<file path="src/rtl/dii_stream_src.sv">
// DII instruction source: buffers a host instruction stream in a FIFO,
// presents the head word to fetch (or a NOP pad when starved), tracks
// issue/pad/retire/trap counts and raises done once the pipeline drains.
module dii_stream_src #(
  parameter int unsigned Depth       = 16,
  parameter logic [31:0] NopInsn     = 32'h0000_0013,
  parameter int unsigned DrainRetire = 4
) (
  input  logic        clk_i,
  input  logic        rst_ni,
  input  logic        in_valid_i,
  output logic        in_ready_o,
  input  logic [31:0] in_insn_i,
  input  logic        in_last_i,
  output logic [31:0] dii_insn_o,
  input  logic        dii_ack_i,
  input  logic        rvfi_valid_i,
  input  logic        rvfi_trap_i,
  output logic        done_o,
  output logic        err_o,
  output logic [31:0] issue_cnt_o,
  output logic [31:0] pad_cnt_o,
  output logic [31:0] retire_cnt_o,
  output logic [31:0] trap_cnt_o
);

  localparam int unsigned AW = $clog2(Depth);
  localparam int unsigned OW = AW + 8;
  localparam int unsigned DW = $clog2(DrainRetire + 1);

  typedef enum logic [2:0] {
    IDLE,
    STREAM,
    LAST,
    DRAIN,
    DONE
  } state_e;

  state_e        state_q, state_d;
  logic [DW-1:0] drain_q, drain_d;

  logic [31:0]   mem [Depth];
  logic [AW:0]   wr_ptr_q, rd_ptr_q;
  logic [OW-1:0] outstanding_q;

  logic empty, full, accepting;
  logic push, pop, pad_ack;

  // Pointers carry one extra wrap bit so full and empty are distinguishable.
  assign empty     = (wr_ptr_q == rd_ptr_q);
  assign full      = (wr_ptr_q[AW] != rd_ptr_q[AW]) &&
                     (wr_ptr_q[AW-1:0] == rd_ptr_q[AW-1:0]);
  assign accepting = (state_q == IDLE) || (state_q == STREAM);

  // Ready is forced low while reset is held so the host sees no acceptance.
  assign in_ready_o = !rst_ni && !full && accepting;

  assign push    = in_valid_i && in_ready_o;
  assign pop     = dii_ack_i && !empty;
  assign pad_ack = dii_ack_i && empty;

  // Head word straight from storage; a word pushed this cycle shows up next cycle.
  assign dii_insn_o = empty ? NopInsn : mem[rd_ptr_q[AW-1:0]];
  assign done_o     = (state_q == DONE);

  // FIFO storage write.
  // NOTE: storage has no reset; the pointers alone define which entries are valid.
  always_ff @(posedge clk_i) begin
    if (push) begin
      mem[wr_ptr_q[AW-1:0]] <= in_insn_i;
    end
  end

  // FIFO read/write pointers.
  // NOTE: sequential state uses non-blocking assignments so every flop samples pre-edge values.
  always_ff @(posedge clk_i or posedge rst_ni) begin
    if (rst_ni) begin
      wr_ptr_q <= '0;
      rd_ptr_q <= '0;
    end else begin
      if (push) wr_ptr_q <= wr_ptr_q + (AW+1)'(1);
      if (pop)  rd_ptr_q <= rd_ptr_q + (AW+1)'(1);
    end
  end

  // Outstanding instructions (acked but not yet retired) and the sticky underflow error.
  always_ff @(posedge clk_i or posedge rst_ni) begin
    if (rst_ni) begin
      outstanding_q <= '0;
      err_o         <= 1'b0;
    end else if (dii_ack_i && !rvfi_valid_i) begin
      outstanding_q <= outstanding_q + OW'(1);
    end else if (!dii_ack_i && rvfi_valid_i) begin
      if (outstanding_q == '0) begin
        err_o <= 1'b1;
      end else begin
        outstanding_q <= outstanding_q - OW'(1);
      end
    end
  end

  // Statistics counters; all wrap naturally at 32 bits.
  always_ff @(posedge clk_i or posedge rst_ni) begin
    if (rst_ni) begin
      issue_cnt_o  <= '0;
      pad_cnt_o    <= '0;
      retire_cnt_o <= '0;
      trap_cnt_o   <= '0;
    end else begin
      if (pop)                         issue_cnt_o  <= issue_cnt_o + 32'd1;
      if (pad_ack)                     pad_cnt_o    <= pad_cnt_o + 32'd1;
      if (rvfi_valid_i)                retire_cnt_o <= retire_cnt_o + 32'd1;
      if (rvfi_valid_i && rvfi_trap_i) trap_cnt_o   <= trap_cnt_o + 32'd1;
    end
  end

  // Test-phase state register and drain retirement counter.
  always_ff @(posedge clk_i or posedge rst_ni) begin
    if (rst_ni) begin
      state_q <= IDLE;
      drain_q <= '0;
    end else begin
      state_q <= state_d;
      drain_q <= drain_d;
    end
  end

  // Test-phase sequencing: stream until the last word, wait for the FIFO to
  // empty, then count pad retirements until the pipeline is drained.
  // NOTE: every always_comb output gets a default first so no latch is inferred.
  always_comb begin
    state_d = state_q;
    drain_d = drain_q;
    unique case (state_q)
      IDLE: begin
        // A single-word test can carry the last flag on its first word.
        if (push) state_d = in_last_i ? LAST : STREAM;
      end
      STREAM: begin
        if (push && in_last_i) state_d = LAST;
      end
      LAST: begin
        if (empty) begin
          state_d = DRAIN;
          drain_d = '0;
        end
      end
      DRAIN: begin
        if (rvfi_valid_i) begin
          drain_d = drain_q + DW'(1);
          if (drain_q == DW'(DrainRetire - 1)) state_d = DONE;
        end
      end
      DONE: begin
        state_d = DONE;
      end
      default: begin
        state_d = IDLE;
      end
    endcase
  end

endmodule
</file>
<file path="config.mk">
export PLATFORM = sky130hd
export DESIGN_NAME = dii_stream_src
export DESIGN_NICKNAME = d
export VERILOG_FILES = /design/src/rtl/dii_stream_src.sv
export SDC_FILE = /design/constraint.sdc
export NUM_CORES = 1
export LEC_CHECK = 0
export CAP_MARGIN = 10
export CORE_ASPECT_RATIO = 0.75
export CORE_UTILIZATION = 40
export DETAILED_ROUTE_END_ITERATION = 10
export SYNTH_ARGS = -nofsm -noshare
export SYNTH_HDL_FRONTEND = slang
export SYNTH_SLANG_ARGS = --single-unit
export TNS_END_PERCENT = 10
</file>
<file path="constraint.sdc">
create_clock -name clk_i -period 6.53 [get_ports clk_i]
set_clock_uncertainty 0.05 [all_clocks]
set_input_delay 0.9795 -clock clk_i [delete_from_list [all_inputs] [get_ports clk_i]]
set_output_delay 0.9795 -clock clk_i [all_outputs]
set_load 0.01 [all_outputs]
</file>
==> results of run 1 <==
[final cells by class]
cell class	count	area [sq um]
Clock inverter	40	495
Tap cell	882	1100
Timing Repair Buffer	230	2250
Multi-Input combinational cell	710	7520
Sequential cell	669	19300
Inverter	25	98.8
Fill cell	5492	34400
Antenna cell	1	2.50
Clock buffer	85	1810
[cell usage in the layout, fill, tap and decap left out, types with 4 or more instances in the layout]
cell / count
a21oi_1: 10
and2_1: 34
and3_1: 21
and3_2: 7
and3b_2: 4
and4_1: 16
buf_4: 26
bufinv_16: 7
clkbuf_1: 14
clkbuf_16: 69
clkdlybuf4s50_1: 201
clkinv_1: 9
clkinv_2: 10
clkinvlp_4: 4
dfrtp_1: 153
edfxtp_1: 512
ha_1: 23
inv_1: 23
mux2_2: 7
mux4_2: 160
nand2_1: 52
nand3_1: 52
nand4_1: 32
nor2_1: 28
nor3_1: 25
nor3b_1: 5
nor3b_2: 4
nor4_1: 8
o21a_1: 6
o21ai_0: 12
o21bai_1: 4
or2_2: 5
or3_1: 4
xnor2_1: 90
xnor2_2: 5
xor2_1: 52
[cells by family after synthesis]
logic type,Yosys count
AO/OA/AOI/OAI,57
adder cells (fa/ha/maj),24
XOR/XNOR,147
flip-flops,669
buffers and inverters,85
AND/OR/NAND/NOR,315
multiplexers,167
[metrics by stage]
stage                     instances  power (uW)  hold slack [ps]
after floorplan                1464        7640              392
after global placement         2515        9050              409
after detailed placement       2515        9080              410
after CTS                      2640       13100              427
after global routing           2641       13500              438
final                          2642       12900              422
[how the worst max path moves through the flow]
stage | slack [ps] | cells after the start | to
floorplan | 1270 | 1 | drain_q[0]
global placement | 2190 | 5 | dii_insn_o[4]
detailed placement | 2210 | 5 | dii_insn_o[4]
CTS | 1520 | 5 | dii_insn_o[4]
global route | 1450 | 5 | dii_insn_o[4]
finish | 1580 | 5 | dii_insn_o[4]
[routing by layer]
metal	GRT usage	part of all wire	vias to the layer above
met5	0	0.00045	-
met4	0.0426	0.018	4
met3	0.0385	0.054	87
met2	0.279	0.46	354
met1	0.275	0.46	7634
li1	-	-	6275
[state kept, by name (all words and copies together), names as in the netlist]
name and count:
mem 512, issue_cnt_o 32, pad_cnt_o 32, retire_cnt_o 32, trap_cnt_o 32, outstanding_q 12
rd_ptr_q 5, wr_ptr_q 5, drain_q 3, state_q 3, err_o 1
[report_power, final]
group / switching [uW] / internal, uW / total, uW
registers: 340 / 4860 / 5200
clock network: 1710 / 2290 / 4000
logic: 1710 / 2030 / 3740
total: 3760 / 9180 / 12900
==> reports/summary.txt, run 1 <==
Synth top area share: 0.567
CP cell instances: buf_12, mux4_2, mux4_2, or2_2, clkdlybuf4s50_1
final worst slack: 1580 ps
TritonCTS sink count: 669
number of CTS-inserted buffers: 69
antenna-violating nets left: 0
Hold Path Class: register to register
CTS Hold Bufs: 0
Post-Synth XOR/XNOR Area: 0.0488
Port Buffers: 201
GPL Wtd Cong: 0.777
maxcap violations: 0
cts repair resizes: 0
crit path kind: register to primary output
CP most frequent cell: mux4_2
status: complete, no violations
R2R depth: 7
Peak VDD IR: 238 uV
Yosys cell types: 60
Ports: 202
CTS Buffer Depth: 3
final core occ: 0.487
site row count: 82
HPWL Detailed: 35900 microns
core area: 0.0670 sq mm
hold wc startpoint: trap_cnt_o[31]
WL/cell: 23.7 microns
gr usage total: 0.185
htree depth: 3
Rel. slew slack: 0.272
CP max-delay cell: dfrtp_4
adder-cell share of the synthesized area: 0.0113
layout cells sized above 1: 0.191
Post-synth EDFFs: 512
clock root buffer: clkbuf_16
# setup viols final: 0
critical path startpoint: rd_ptr_q[1]
Final nets: 1768
Yosys top cell by area: edfxtp_1
reg-to-reg endpoint: mem[1][25]
Initial DRC Count: 1325
crit path time final: 4950 ps
RSZ-0062 raised after global routing: no
PwrDens: 397 mW/mm^2
CTS tree: yes
initial antenna violation count: 6
max incr delay on CP: 1020 ps
top-count cell post-synth: edfxtp_1
DIE AREA: 0.0689 sq mm
Post-Place Worst Slack: 2210 ps
largest family of logic cells by synthesized area: multiplexers
post-synthesis register bit count: 669
Lkg Pwr: 0.0114 uW
CTS clk-pin slew, worst paths: 70 ps
Tightest Pin Transition: 1090 ps
Synth Instances: 1464
final instance area: 0.0326 sq mm
main flop type after synthesis: edfxtp_1
vias per inst: 5.43
Area Growth Syn to Fin: 20.1%
CP Launch Type: register
Worst-Skew Late Latency: 610 ps
die width: 303 microns
reg2reg setup slack: 2510 ps
max-slew violations: 0
setup bufs post-CTS: 0
Routed WL: 62600 microns
Die Y: 228 microns
CP Capture Type: primary output
fin crit share: 0.758
first-pass GRT wire length: 93700 microns
CP Data Required Time: 5500 ps
Cells on Worst Hold Path: 1
FMAX: 202 MHz
Cell Area, Synth: 0.0271 sq mm
CP top delay family: flip-flops
via count: 14354
DRC Markers: 0
worst path bufs/invs: 2
sequential area share after synthesis: 0.711
sum of negative setup slack: 0 ps
mux share of post-synthesis cell area: 0.136
vias in the first global route: 14464
largest net degree at the start of global routing: 105
total gr overflow: 0
async set-or-reset flop fraction in the synthesized netlist: 0.235
Synth Area in Simple Gates: 0.0652
r2r startpoint: rd_ptr_q[1]
CP max FO: 75
top cells by area, synth: edfxtp_1 57%, dfrtp_1 14%, mux4_2 13%, xnor2_1 2.9%, xor2_1 1.7%
CP arrival: 3920 ps
Post-DP Area: 0.0303 sq mm
Ys Warns: 0
synthesized area per cell: 18.5 sq um
destination of the worst hold path: trap_cnt_o[31]
Commonest cells post-synth: 512 x edfxtp_1, 160 x mux4_2, 157 x dfrtp_1, 90 x xnor2_1, 53 x nand2_1
Synth Area in Compound Gates: 0.0147
Syn Nets: 1527
Initial Utilization: 0.405
final hold violation count: 0
DR pass1 iterations: 5
Power figures use the tool's default switching activity.
==> run 2: changes to the inputs <==
==> constraint.sdc (replaced) <==
create_clock -name clk_i -period 4.4 [get_ports clk_i]
set_clock_uncertainty 0.05 [all_clocks]
set_input_delay 0.66 -clock clk_i [delete_from_list [all_inputs] [get_ports clk_i]]
set_output_delay 0.66 -clock clk_i [all_outputs]
set_load 0.01 [all_outputs]
==> reports/summary.txt, run 2 (synthesized netlist as in run 1, its figures left out) <==
status: complete, no violations
Tightest Pin Transition: 1150 ps
final worst slack: 248 ps
DIE AREA: 0.0689 sq mm
R2R depth: 6
# setup viols final: 0
crit path kind: register to primary output
Worst-Skew Late Latency: 620 ps
largest net degree at the start of global routing: 79
gr usage total: 0.185
Largest register FFs: 512
total power draw: 19100 uW
Port Buffers: 201
Peak VDD IR: 431 uV
final hold violation count: 0
commonest non-fill, non-tap cell in the layout: edfxtp_1
total gr overflow: 0
Rel. slew slack: 0.224
n_diodes: 0
CP max-delay cell: mux4_2
Ports: 202
CTS clk-pin slew, worst paths: 60 ps
Lkg Pwr: 0.0115 uW
CP cell instances: buf_12, buf_4, mux4_2, mux4_2, and2_1, clkdlybuf4s50_1
layout cells sized above 1: 0.200
initial antenna violation count: 2
commonest non-fill, non-tap cells in the layout: 512 x edfxtp_1, 201 x clkdlybuf4s50_1, 160 x mux4_2, 153 x dfrtp_1, 90 x xnor2_1
RSZ-0062 raised after global routing: no
TritonCTS sink count: 669
Post-DP Area: 0.0306 sq mm
core area: 0.0670 sq mm
DRC Markers: 0
fin crit share: 0.944
Initial Utilization: 0.405
final core occ: 0.490
CP Launch Type: register
Cells on Worst Hold Path: 1
PwrDens: 583 mW/mm^2
CP arrival: 3440 ps
sum of negative setup slack: 0 ps
die width: 303 microns
Post-Place Worst Slack: 709 ps
DR pass1 iterations: 5
first-pass GRT wire length: 94200 microns
CP Data Required Time: 3690 ps
htree depth: 3
final instance area: 0.0328 sq mm
Die Y: 228 microns
crit path time final: 4150 ps
CTS tree: yes
GPL Wtd Cong: 0.795
max incr delay on CP: 560 ps
setup bufs post-CTS: 0
vias per inst: 5.40
Routed WL: 63100 microns
CTS Buffer Depth: 3
FMAX: 241 MHz
vias in the first global route: 14567
Final nets: 1788
Area Growth Syn to Fin: 21.0%
max-slew violations: 0
WL/cell: 23.7 microns
Initial DRC Count: 1153
clock root buffer: clkbuf_16
CTS Hold Bufs: 0
CP most frequent cell: mux4_2
antenna-violating nets left: 0
CP Capture Type: primary output
Hold Path Class: register to register
via count: 14352
HPWL Detailed: 36500 microns
maxcap violations: 0
site row count: 82
number of CTS-inserted buffers: 69
CP max FO: 17
run 2: cell count changes in the layout (fill, tap and decap cells not counted), moves of 2 or more:
cell / delta
clkinv_16: +3
buf_12: +11
clkinv_4: +2
buf_4: +10
clkinvlp_2: -2
bufinv_16: -4
clkinv_8: -2
clkinv_2: +3
run 2: layout make-up:
cell class / instances / area [sq um]
well taps: 882 / 1100
fillers: 5510 / 34200
clock inverters: 40 / 444
flip-flops and latches: 669 / 19300
multi-input cells: 710 / 7530
repair buffers: 250 / 2540
inverters: 25 / 97.6
clock buffers: 84 / 1800
run 2: through the flow:
stage | instances | hold WS (ps)
after floorplan | 1464 | 392
after global placement | 2536 | 408
after detailed placement | 2536 | 416
after CTS | 2660 | 392
after global routing | 2660 | 438
final | 2660 | 421
run 2: metal layers:
| layer | part of all wire | global-route usage |
|---|---|---|
| met1 | 0.46 | 0.272 |
| met2 | 0.48 | 0.286 |
| met3 | 0.050 | 0.0377 |
| met4 | 0.017 | 0.0421 |
| met5 | 0.00025 | 0 |
run 2: where the power goes:
group          switching [uW]  internal (uW)
Clock                    2570           3180
Sequential                369           7210
Combinational            2710           3100
Total                    5650          13500
run 2: repair_timing:
action / in CTS / in global routing
hold endpoints to repair: 0 / 0
resized for setup: 0 / 1
setup endpoints to repair: 0 / 3
run 2: worst paths after layout:
kind	from	endpoint	slack, ps
max reg2reg	wr_ptr_q[3]	mem[10][4]	1140
max in group asynchronous	rst_ni	issue_cnt_o[21]	3040
max	rd_ptr_q[0]	dii_insn_o[17]	250
min	issue_cnt_o[31]	issue_cnt_o[31]	420
min in group asynchronous	rst_ni	retire_cnt_o[2]	430
min reg2reg	issue_cnt_o[31]	issue_cnt_o[31]	420
run 2: worst max-delay path, delay by kind of cell (launching register included):
family,cells,cell delay (ps)
muxes,2,1050
and+or+nand+nor,1,180
DFF,1,540
buffers and inverters,3,1050
